## config.mk

```make
export PLATFORM = sky130hd
export DESIGN_NAME = f2s_pulse_sched
export DESIGN_NICKNAME = d
export VERILOG_FILES = /design/src/rtl/f2s_sched_pkg.sv /design/src/rtl/f2s_rr_arb.sv /design/src/rtl/f2s_pulse_sched.sv
export SDC_FILE = /design/constraint.sdc
export NUM_CORES = 1
export LEC_CHECK = 0
export CORE_MARGIN = 5
export CORE_UTILIZATION = 50
export DETAILED_ROUTE_END_ITERATION = 7
export PLACE_DENSITY = 0.82
export SYNTH_ARGS = -nofsm -noshare
export SYNTH_HDL_FRONTEND = slang
export SYNTH_HIERARCHICAL = 1
export SYNTH_SLANG_ARGS = --single-unit
```

## constraint.sdc

```tcl
create_clock -name i_clk -period 2.45 [get_ports i_clk]
set_clock_uncertainty 0.05 [all_clocks]
set_input_delay 0.49 -clock i_clk [delete_from_list [all_inputs] [get_ports i_clk]]
set_output_delay 0.49 -clock i_clk [all_outputs]
set_load 0.05 [all_outputs]
```

## src/rtl/f2s_sched_pkg.sv

```systemverilog
// Shared definitions for the fast-to-slow pulse scheduler: FSM state
// encoding and a constant-evaluable ceil(log2) helper for counter sizing.
package f2s_sched_pkg;

  typedef enum logic [1:0] {
    StIdle    = 2'd0,
    StIssue   = 2'd1,
    StWaitAck = 2'd2,
    StHoldoff = 2'd3
  } state_e;

  // Smallest r with 2**r >= v.
  function automatic int unsigned clog2(input int unsigned v);
    int unsigned r;
    r = 0;
    while ((64'd1 << r) < 64'(v)) r++;
    return r;
  endfunction

endpackage

```

## src/rtl/f2s_rr_arb.sv

```systemverilog
// Combinational rotating-priority arbiter: picks the first set pend bit at or
// above i_rr_ptr, wrapping from NREQ-1 back to 0.
module f2s_rr_arb #(
  parameter int unsigned NREQ = 4,
  parameter int unsigned IDW  = 2
) (
  input  logic [NREQ-1:0] i_pend,
  input  logic [IDW-1:0]  i_rr_ptr,
  output logic            o_any_req,
  output logic [IDW-1:0]  o_winner
);

  // Scan NREQ positions starting at the pointer; first hit wins.
  always_comb begin
    int unsigned idx;
    o_any_req = 1'b0;
    o_winner  = '0;
    idx       = 0;
    for (int unsigned off = 0; off < NREQ; off++) begin
      idx = 32'(i_rr_ptr) + off;
      if (idx >= NREQ) idx = idx - NREQ;
      if (!o_any_req && i_pend[idx]) begin
        o_any_req = 1'b1;
        o_winner  = IDW'(idx);
      end
    end
  end

endmodule

```

## src/rtl/f2s_pulse_sched.sv

```systemverilog
// Fast-domain scheduler sharing one fast-to-slow pulse synchronizer among
// NREQ requesters. Request pulses are latched as pending flags, granted
// round-robin, issued as a single tx pulse with an id, and completed on the
// synchronizer's ack. A GAP-cycle holdoff after each ack keeps successive
// pulses from merging in the slow domain.
// Optional: define F2S_SCHED_TMO_EN to add an ack timeout (TMO cycles) and
// the sticky o_err flag.
module f2s_pulse_sched
  import f2s_sched_pkg::*;
#(
  parameter int unsigned NREQ = 4,
  parameter int unsigned IDW  = 2,
  parameter int unsigned GAP  = 3,
  parameter int unsigned TMO  = 64
) (
  input  logic            i_clk,
  input  logic            i_rst,
  input  logic [NREQ-1:0] i_req_pulse,
  output logic [NREQ-1:0] o_pend,
  output logic [NREQ-1:0] o_drop,
  output logic            o_tx_pulse,
  output logic [IDW-1:0]  o_tx_id,
  input  logic            i_tx_ack,
  output logic [NREQ-1:0] o_done,
  output logic            o_busy
`ifdef F2S_SCHED_TMO_EN
  ,
  output logic            o_err
`endif
);

  // One counter serves both holdoff and ack timeout, sized for the larger.
  localparam int unsigned CntMax = (TMO > GAP) ? TMO : GAP;
  localparam int unsigned CntW   = (clog2(CntMax + 1) > 0) ? clog2(CntMax + 1) : 1;
  localparam logic [NREQ-1:0] OneHot0 = NREQ'(1);

  state_e          r_state;
  logic [NREQ-1:0] r_pend;
  logic [NREQ-1:0] r_drop;
  logic            r_tx_pulse;
  logic [IDW-1:0]  r_tx_id;
  logic [NREQ-1:0] r_done;
  logic [IDW-1:0]  r_rr_ptr;
  logic [CntW-1:0] r_cnt;
`ifdef F2S_SCHED_TMO_EN
  logic            r_err;
`endif

  logic            w_any_req;
  logic [IDW-1:0]  w_winner;
  logic            w_grant;
  logic [NREQ-1:0] w_clr;
  logic [NREQ-1:0] w_id_oh;
  logic [IDW-1:0]  w_next_ptr;

  f2s_rr_arb #(
    .NREQ(NREQ),
    .IDW (IDW)
  ) u_arb (
    .i_pend   (r_pend),
    .i_rr_ptr (r_rr_ptr),
    .o_any_req(w_any_req),
    .o_winner (w_winner)
  );

  // Grant decode, pending-clear mask and next round-robin pointer.
  always_comb begin
    w_grant    = (r_state == StIdle) && w_any_req;
    w_clr      = w_grant ? (OneHot0 << w_winner) : '0;
    w_id_oh    = OneHot0 << r_tx_id;
    w_next_ptr = (w_winner == IDW'(NREQ - 1)) ? '0 : w_winner + IDW'(1);
  end

  // Pending latch: a new request beats a same-cycle clear; a request against
  // an already pending, uncleared flag is reported as a drop.
  always_ff @(posedge i_clk) begin
    if (i_rst) begin
      r_pend <= '0;
      r_drop <= '0;
    end else begin
      r_pend <= (r_pend & ~w_clr) | i_req_pulse;
      r_drop <= i_req_pulse & r_pend & ~w_clr;
    end
  end

  // Channel FSM with registered tx/done pulses, holdoff and optional timeout.
  always_ff @(posedge i_clk) begin
    if (i_rst) begin
      r_state    <= StIdle;
      r_tx_pulse <= 1'b0;
      r_tx_id    <= '0;
      r_done     <= '0;
      r_rr_ptr   <= '0;
      r_cnt      <= '0;
`ifdef F2S_SCHED_TMO_EN
      r_err      <= 1'b0;
`endif
    end else begin
      r_tx_pulse <= 1'b0;
      r_done     <= '0;
      unique case (r_state)
        StIdle: begin
          if (w_any_req) begin
            r_state    <= StIssue;
            r_tx_pulse <= 1'b1;
            r_tx_id    <= w_winner;
            r_rr_ptr   <= w_next_ptr;
          end
        end
        StIssue: begin
          r_state <= StWaitAck;
          r_cnt   <= '0;
        end
        StWaitAck: begin
          if (i_tx_ack) begin
            r_done  <= w_id_oh;
            r_cnt   <= '0;
            r_state <= (GAP > 0) ? StHoldoff : StIdle;
`ifdef F2S_SCHED_TMO_EN
          end else if (r_cnt == CntW'(TMO - 1)) begin
            // Abandon the transfer: no done, request is not re-queued.
            r_err   <= 1'b1;
            r_cnt   <= '0;
            r_state <= (GAP > 0) ? StHoldoff : StIdle;
`endif
          end else begin
            r_cnt <= r_cnt + CntW'(1);
          end
        end
        StHoldoff: begin
          if (r_cnt == CntW'(GAP - 1)) begin
            r_state <= StIdle;
            r_cnt   <= '0;
          end else begin
            r_cnt <= r_cnt + CntW'(1);
          end
        end
        default: r_state <= StIdle;
      endcase
    end
  end

  assign o_pend     = r_pend;
  assign o_drop     = r_drop;
  assign o_tx_pulse = r_tx_pulse;
  assign o_tx_id    = r_tx_id;
  assign o_done     = r_done;
  assign o_busy     = (r_state != StIdle);
`ifdef F2S_SCHED_TMO_EN
  assign o_err      = r_err;
`endif

endmodule

```

== After elaboration in Yosys (flattened, before gate mapping) ==
Cells that the tools add are included.

* Flip-flop bits (word level): 26
* Bits of input ports: 7
* Output and inout port bits: 16
* Word-level logic and storage cells: 87

* Add/subtract/negate cells: 9
* Order comparisons: 8
* Equality and inequality tests: 8
* Shift-type cells: 2
* Mux-type cells: 30
* Bitwise operators: 8
* Reduce and logical (&&, ||, !) cells: 14

{| class="wikitable"
|+ Operators with widths
! kind !! number
|-
| $lt A32 B3 Y1 const B || 4
|-
| $mux W32 || 4
|-
| $ge A32 B3 Y1 const B || 3
|-
| $sub A32 B3 Y32 const B || 3
|-
| $pmux W7 S3 || 1
|-
| $mux W2 || 8
|-
| $mux W7 || 2
|-
| $and A4 B4 Y4 || 3
|-
| $mux W1 || 9
|-
| $bmux W1 S2 || 4
|-
| $pmux W2 S4 || 1
|-
| $shl A1 B2 Y4 const A || 2
|-
| $add A7 B1 Y7 const B || 1
|-
| $eq A7 B2 Y1 const B || 1
|-
| $add A2 B2 Y3 const B || 2
|-
| $eq A2 B2 Y1 const B || 3
|-
| $ne A2 B2 Y1 const B || 3
|-
| $logic_and A1 B1 Y1 || 4
|-
| $mux W4 || 1
|-
| $not A4 Y4 || 1
|-
| $or A4 B4 Y4 || 1
|-
| $sub A2 B3 Y4 const B || 1
|-
| $add A2 B1 Y3 const B || 1
|-
| $ge A2 B3 Y1 const B || 1
|-
| 11 further kinds || 15
|}

== Depth between registers and ports, before layout ==
* Depth after elaboration: 19
* Mapped depth: 8
* Mapped depth without buffers: 8

== Hierarchy ==
Netlist, hierarchy kept.

{| class="wikitable"
|+ Modules (own cells, without submodules)
! module !! times used !! cells each !! area an instance (um^2) !! seq. area each (um^2)
|-
| f2s_pulse_sched || 1 || 140 || 1148.6 || 520.5
|-
| f2s_rr_arb || 1 || 15 || 77.6 || 0.0
|}

== Least setup slack after synthesis ==
OpenSTA, ideal clock, no wires.

* Path kind: register -> register
* From: reg r_pend[1] (netlist: o_pend[1])
* To: reg r_pend[0] (netlist: o_pend[0])
* Setup time: 0.070 ns
* Arrival time: 1.962 ns
* Path slack: 0.368 ns
* Cell stages (with the launch flop): 9
* Buffers on the path: 0
* Period minus slack after synthesis: 2.082 ns
* Cell sequence: dfxtp_1 inv_1 a221o_1 a21oi_1 inv_1 ha_1 nand2_1 nand2_1 a21oi_1

* Word-level cells in the longest chain between the ends: 17
* Elaborated cells on any way between the ends: 28
* Those cells by class: 1 x shift; 17 x mux; 3 x bitwise; 7 x reduce/logical

{| class="wikitable"
|+ Ends and longest elaborated chain
! what !! line !! RTL
|-
| start: declaration || f2s_pulse_sched.sv:38 || <nowiki>logic [NREQ-1:0] r_pend;</nowiki>
|-
| start signal: assignment || f2s_pulse_sched.sv:81 || <nowiki>r_pend <= (r_pend & ~w_clr) | i_req_pulse;</nowiki>
|-
| $bmux W1 S2 || f2s_rr_arb.sv:22 || <nowiki>if (!o_any_req && i_pend[idx]) begin</nowiki>
|-
| $mux W1 (not written as such) || f2s_rr_arb.sv:22 ||
|-
| $mux W1 || f2s_rr_arb.sv:22 ||
|-
| $logic_not A1 Y1 || f2s_rr_arb.sv:22 ||
|-
| $logic_and A1 B1 Y1 || f2s_rr_arb.sv:22 ||
|-
| $mux W1 || f2s_rr_arb.sv:22 ||
|-
| $logic_not A1 Y1 || f2s_rr_arb.sv:22 ||
|-
| $logic_and A1 B1 Y1 || f2s_rr_arb.sv:22 ||
|-
| [2 not listed] || n/a ||
|-
| $logic_and A1 B1 Y1 || f2s_rr_arb.sv:22 ||
|-
| $mux W2 (*) || f2s_rr_arb.sv:22 ||
|-
| via w_winner[0] || f2s_pulse_sched.sv:50 || <nowiki>logic [IDW-1:0] w_winner;</nowiki>
|-
| $shl A1 B2 Y4 (*) || f2s_pulse_sched.sv:69 || <nowiki>w_clr = w_grant ? (OneHot0 << w_winner) : '0;</nowiki>
|-
| $mux W4 (*) || f2s_pulse_sched.sv:69 ||
|-
| $not A4 Y4 (*) || f2s_pulse_sched.sv:81 ||
|-
| $and A4 B4 Y4 (*) || f2s_pulse_sched.sv:81 ||
|-
| $or A4 B4 Y4 (*) || f2s_pulse_sched.sv:81 ||
|}

The timed path passes the listed nets; every way through them passes the cells marked *. The select of a mux whose other input is x is not followed.
A chain may end at the register's enable or synchronous reset.

== Final worst setup path ==
* From: reg r_state[0]
* To: out o_busy

* Word-level cells in the longest chain between the ends: 1

{| class="wikitable"
|+ Ends and longest elaborated chain
! what !! line !! RTL
|-
| start: declaration || f2s_pulse_sched.sv:37 || <nowiki>state_e r_state;</nowiki>
|-
| start signal: assignment || f2s_pulse_sched.sv:89 || <nowiki>r_state <= StIdle;</nowiki>
|-
| start signal: assignment || f2s_pulse_sched.sv:104 || <nowiki>r_state <= StIssue;</nowiki>
|-
| start signal: assignment || f2s_pulse_sched.sv:111 || <nowiki>r_state <= StWaitAck;</nowiki>
|-
| $reduce_bool A2 Y1 || f2s_pulse_sched.sv:148 || <nowiki>assign o_busy = (r_state != StIdle);</nowiki>
|-
| end: declaration || f2s_pulse_sched.sv:25 || <nowiki>output logic o_busy</nowiki>
|}

Every way passes these cells.

==> results.txt <==
----------------------------------------------------
[Outcome]
  Result of the run ... finished clean

[Pwr]
  Peak supply drop ... 0.6826 mV
  P_leak ... 0.0005973 uW
  Total power density per cell area ... 850.9 nW/um^2
  Sum of internal, switching and leakage power ... 1279 uW

[Setup path]
  Critical path arrival ... 1.67 ns
  Critical Path RT ... 1.91 ns
  Standard cell with the maximum stage delay on the critical path ... ha_1
  CP Launch Type ... register
  Maximum single-stage delay on the critical path ... 0.45 ns
  Reg-to-Reg Start ... r_cnt[2]$_SDFFE_PP0P_
  Cell repeated most along the worst path ... inv_1
  Origin of the worst setup path ... r_state[0]$_SDFFE_PP0P_
  Cells along the critical path ... inv_1 -> ha_1 -> inv_1 -> buf_4
  Max FO, Critical Path ... 14
  Crit-path leading delay family ... buffers and inverters
  Class of the most critical setup path ... register to output port
  Number of buffers and inverters on the critical path ... 3
  Crit. End Element ... output port

[Synthesis]
  Synth warn ... 6
  Flip-flop and latch count after synthesis ... 26
  Synth Cell Area ... 1226 sq um
  Mean post-synth cell area ... 7.911 sq um
  Count of different cell masters after synthesis ... 27
  EDFF count, synth ... 0
  Commonest register cell after synthesis ... dfxtp_1
  Sequential area share after synthesis ... 42.45%
  Synth Instances ... 155
  Share of flip-flops with an asynchronous set or reset after synthesis ... 0%
  Nets in the synthesized netlist ... 172

[Drt]
  Count of vias placed by the detailed router ... 1,100
  Via/cell ratio ... 5.340
  Number of optimization iterations in the first detailed-route pass ... 4
  Number of DRC violations after detailed-routing iteration 0 ... 28
  Residual DRC ... 0
  Total wirelength of the detailed-routed design ... 2577 um
  Antenna Violating Nets Remaining ... 0
  Final routed wire length divided by cell count ... 12.51 um

[Global route]
  First-pass GRT wire length ... 4250 um
  Number of global-route vias before repair ... 1,065
  Global routing usage summed across all routing layers ... 15.16%
  GRT Residual Overflow ... 0
  Initial antenna violation count ... 0
  Pin count of the biggest net entering global routing ... 25

[STA]
  Highest clock rate ... 452.3 MHz
  Worst-case headroom to the max-slew limit ... 58.65%
  Post-layout min period ... 2.211 ns
  Setup repair after global routing missed its margin ... false
  Final setup violation count ... 0
  Post-route fraction of the period consumed by the critical path ... 90.24%
  Final Max Tran Viols ... 0
  Post-Route Hold Slack ... 0.4509 ns
  Hold violation count in the final report ... 0
  Measured slew at the worst slew-check pin ... 0.6203 ns
  Setup_tns ... 0 ns

[Layout]
  Most frequent cells in the layout ... nand2_1 (28), dfxtp_1 (26), clkdlybuf4s50_1 (21)
  Most common cell after layout, fill and taps aside ... nand2_1
  Final layout net count ... 194
  Flip-flop and latch area ... 520.5 sq um
  Signed area change from the synthesized netlist to the final layout ... 22.55%
  Multi-input logic area ... 619.3 sq um
  Total of fill cells in the finished design ... 220
  Fraction of layout cells with a size suffix above 1 ... 6.250%
  Non-Filler Instances ... 206
  Summed area of non-filler cells in the final layout ... 1503 sq um
  Antenna diode instance count ... 0

[Floorplan]
  Total number of placement rows ... 18
  Total core area ... 2410 sq um
  Initial core utilization ... 50.88%
  I/O pin total ... 23
  Die footprint ... 3543 sq um
  Die extent in x ... 59.52 um
  Die extent in y ... 59.52 um

[Place]
  Number of buffer cells added on primary ports ... 22
  Global placement routability congestion ... 0.7994
  Placed cell count ... 202
  Detailed-placement wirelength estimate ... 2011 um
  Placement-stage cell area ... 1466 sq um

[Clock tree]
  CTS Buf Count ... 3
  Count of instances resized after the clock tree is built ... 0
  Worst-Skew Late Latency ... 0.31 ns
  Clock Root Buffer ... clkbuf_4
  Clock transition at the registers of the reported paths ... 0.13 ns
  Number of clock sinks ... 26
  Clock buffer depth ... 2
  H-tree lvl count ... 1
  Count of hold-fix buffers inserted at cts ... 0
  Post-CTS setup buffer count ... 0
  TritonCTS clock tree ... built

[Job]
  Max-cap violations ... 0

[Min path]
  Worst min path class ... register to register
  Startpoint of the lowest-slack hold path ... o_tx_id[1]$_SDFFE_PP0P_

----------------------------------------------------
## flip-flops by register name, indices dropped and copies added, names as in the netlist
| register | cells |
|---|---|
| o_pend | 4 |
| o_drop | 4 |
| r_state | 2 |
| r_rr_ptr | 2 |
| o_tx_pulse | 1 |
| o_done | 4 |
| r_cnt | 7 |
| o_tx_id | 2 |
## metrics by stage
step	worst slack (ns)	utilization [%]
floorplan	0.3676	-
global route	0.09024	62.36
CTS	0.2449	62.36
finish	0.2391	62.36
detailed placement	0.3650	60.85
global placement	0.4520	60.85
## where the power goes
part | switching (uW) | internal (uW)
combinational | 366 | 174
sequential | 50.4 | 478
clock | 119 | 90.6
## cell families (layout without fill, tap and decap cells)
kind of cell               Yosys count  count (layout)  share of synthesized area [%]
DFF                                 26              26                          42.45
and+or+nand+nor                     69              69                          25.82
AOI/OAI and AO/OA                   27              27                          14.49
adders and majority gates           10              10                          10.20
buffers and inverters               23              44                          7.041
## Yosys cell counts (all sizes together), types with 2 or more instances
library cell / instances / area, sq um
nor3: 9 / 45.04
o221ai: 2 / 23.77
dfxtp: 26 / 520.5
nor2: 11 / 41.29
a31oi: 4 / 25.02
nor2b: 2 / 12.51
inv: 17 / 63.81
clkbuf: 6 / 22.52
ha: 10 / 125.1
nand3: 10 / 50.05
nand2: 28 / 105.1
or2: 2 / 12.51
o31ai: 2 / 15.01
o21ai: 2 / 10.01
a21oi: 14 / 70.07
## per-layer routing
| metal | up-vias | global-route usage, % | part of all wire [%] |
|---|---|---|---|
| li1 | 560 | - | - |
| met1 | 509 | 17.47 | 41 |
| met2 | 29 | 28.08 | 53 |
| met3 | 2 | 2.832 | 5.8 |
| met4 | 0 | 4.430 | 0.31 |
| met5 | - | 0 | 0 |
## worst reg2reg max path, delay by kind of cell (launching register included)
family | cells | cell delay, ns
AOI/OAI and AO/OA | 3 | 0.84
DFF | 1 | 0.39
and+or+nand+nor | 1 | 0.59
## final cells by class
cell class / count / share of cell area [%]
sequential: 26 / 34.64
multi-input combinational: 106 / 41.22
inverter: 17 / 4.246
tap: 30 / 2.498
clock buffer: 4 / 2.415
timing repair buffer: 23 / 14.99
## worst paths after layout
check,end,slack (ns),cells past startpoint
setup / recovery,o_busy,0.24,4
hold reg to reg,o_done[1]$_SDFF_PP0_,0.45,1
setup reg to reg,r_state[0]$_SDFFE_PP0P_,0.51,4
hold / removal,o_done[1]$_SDFF_PP0_,0.45,1
No activity file was read; power rests on OpenSTA's default activity.
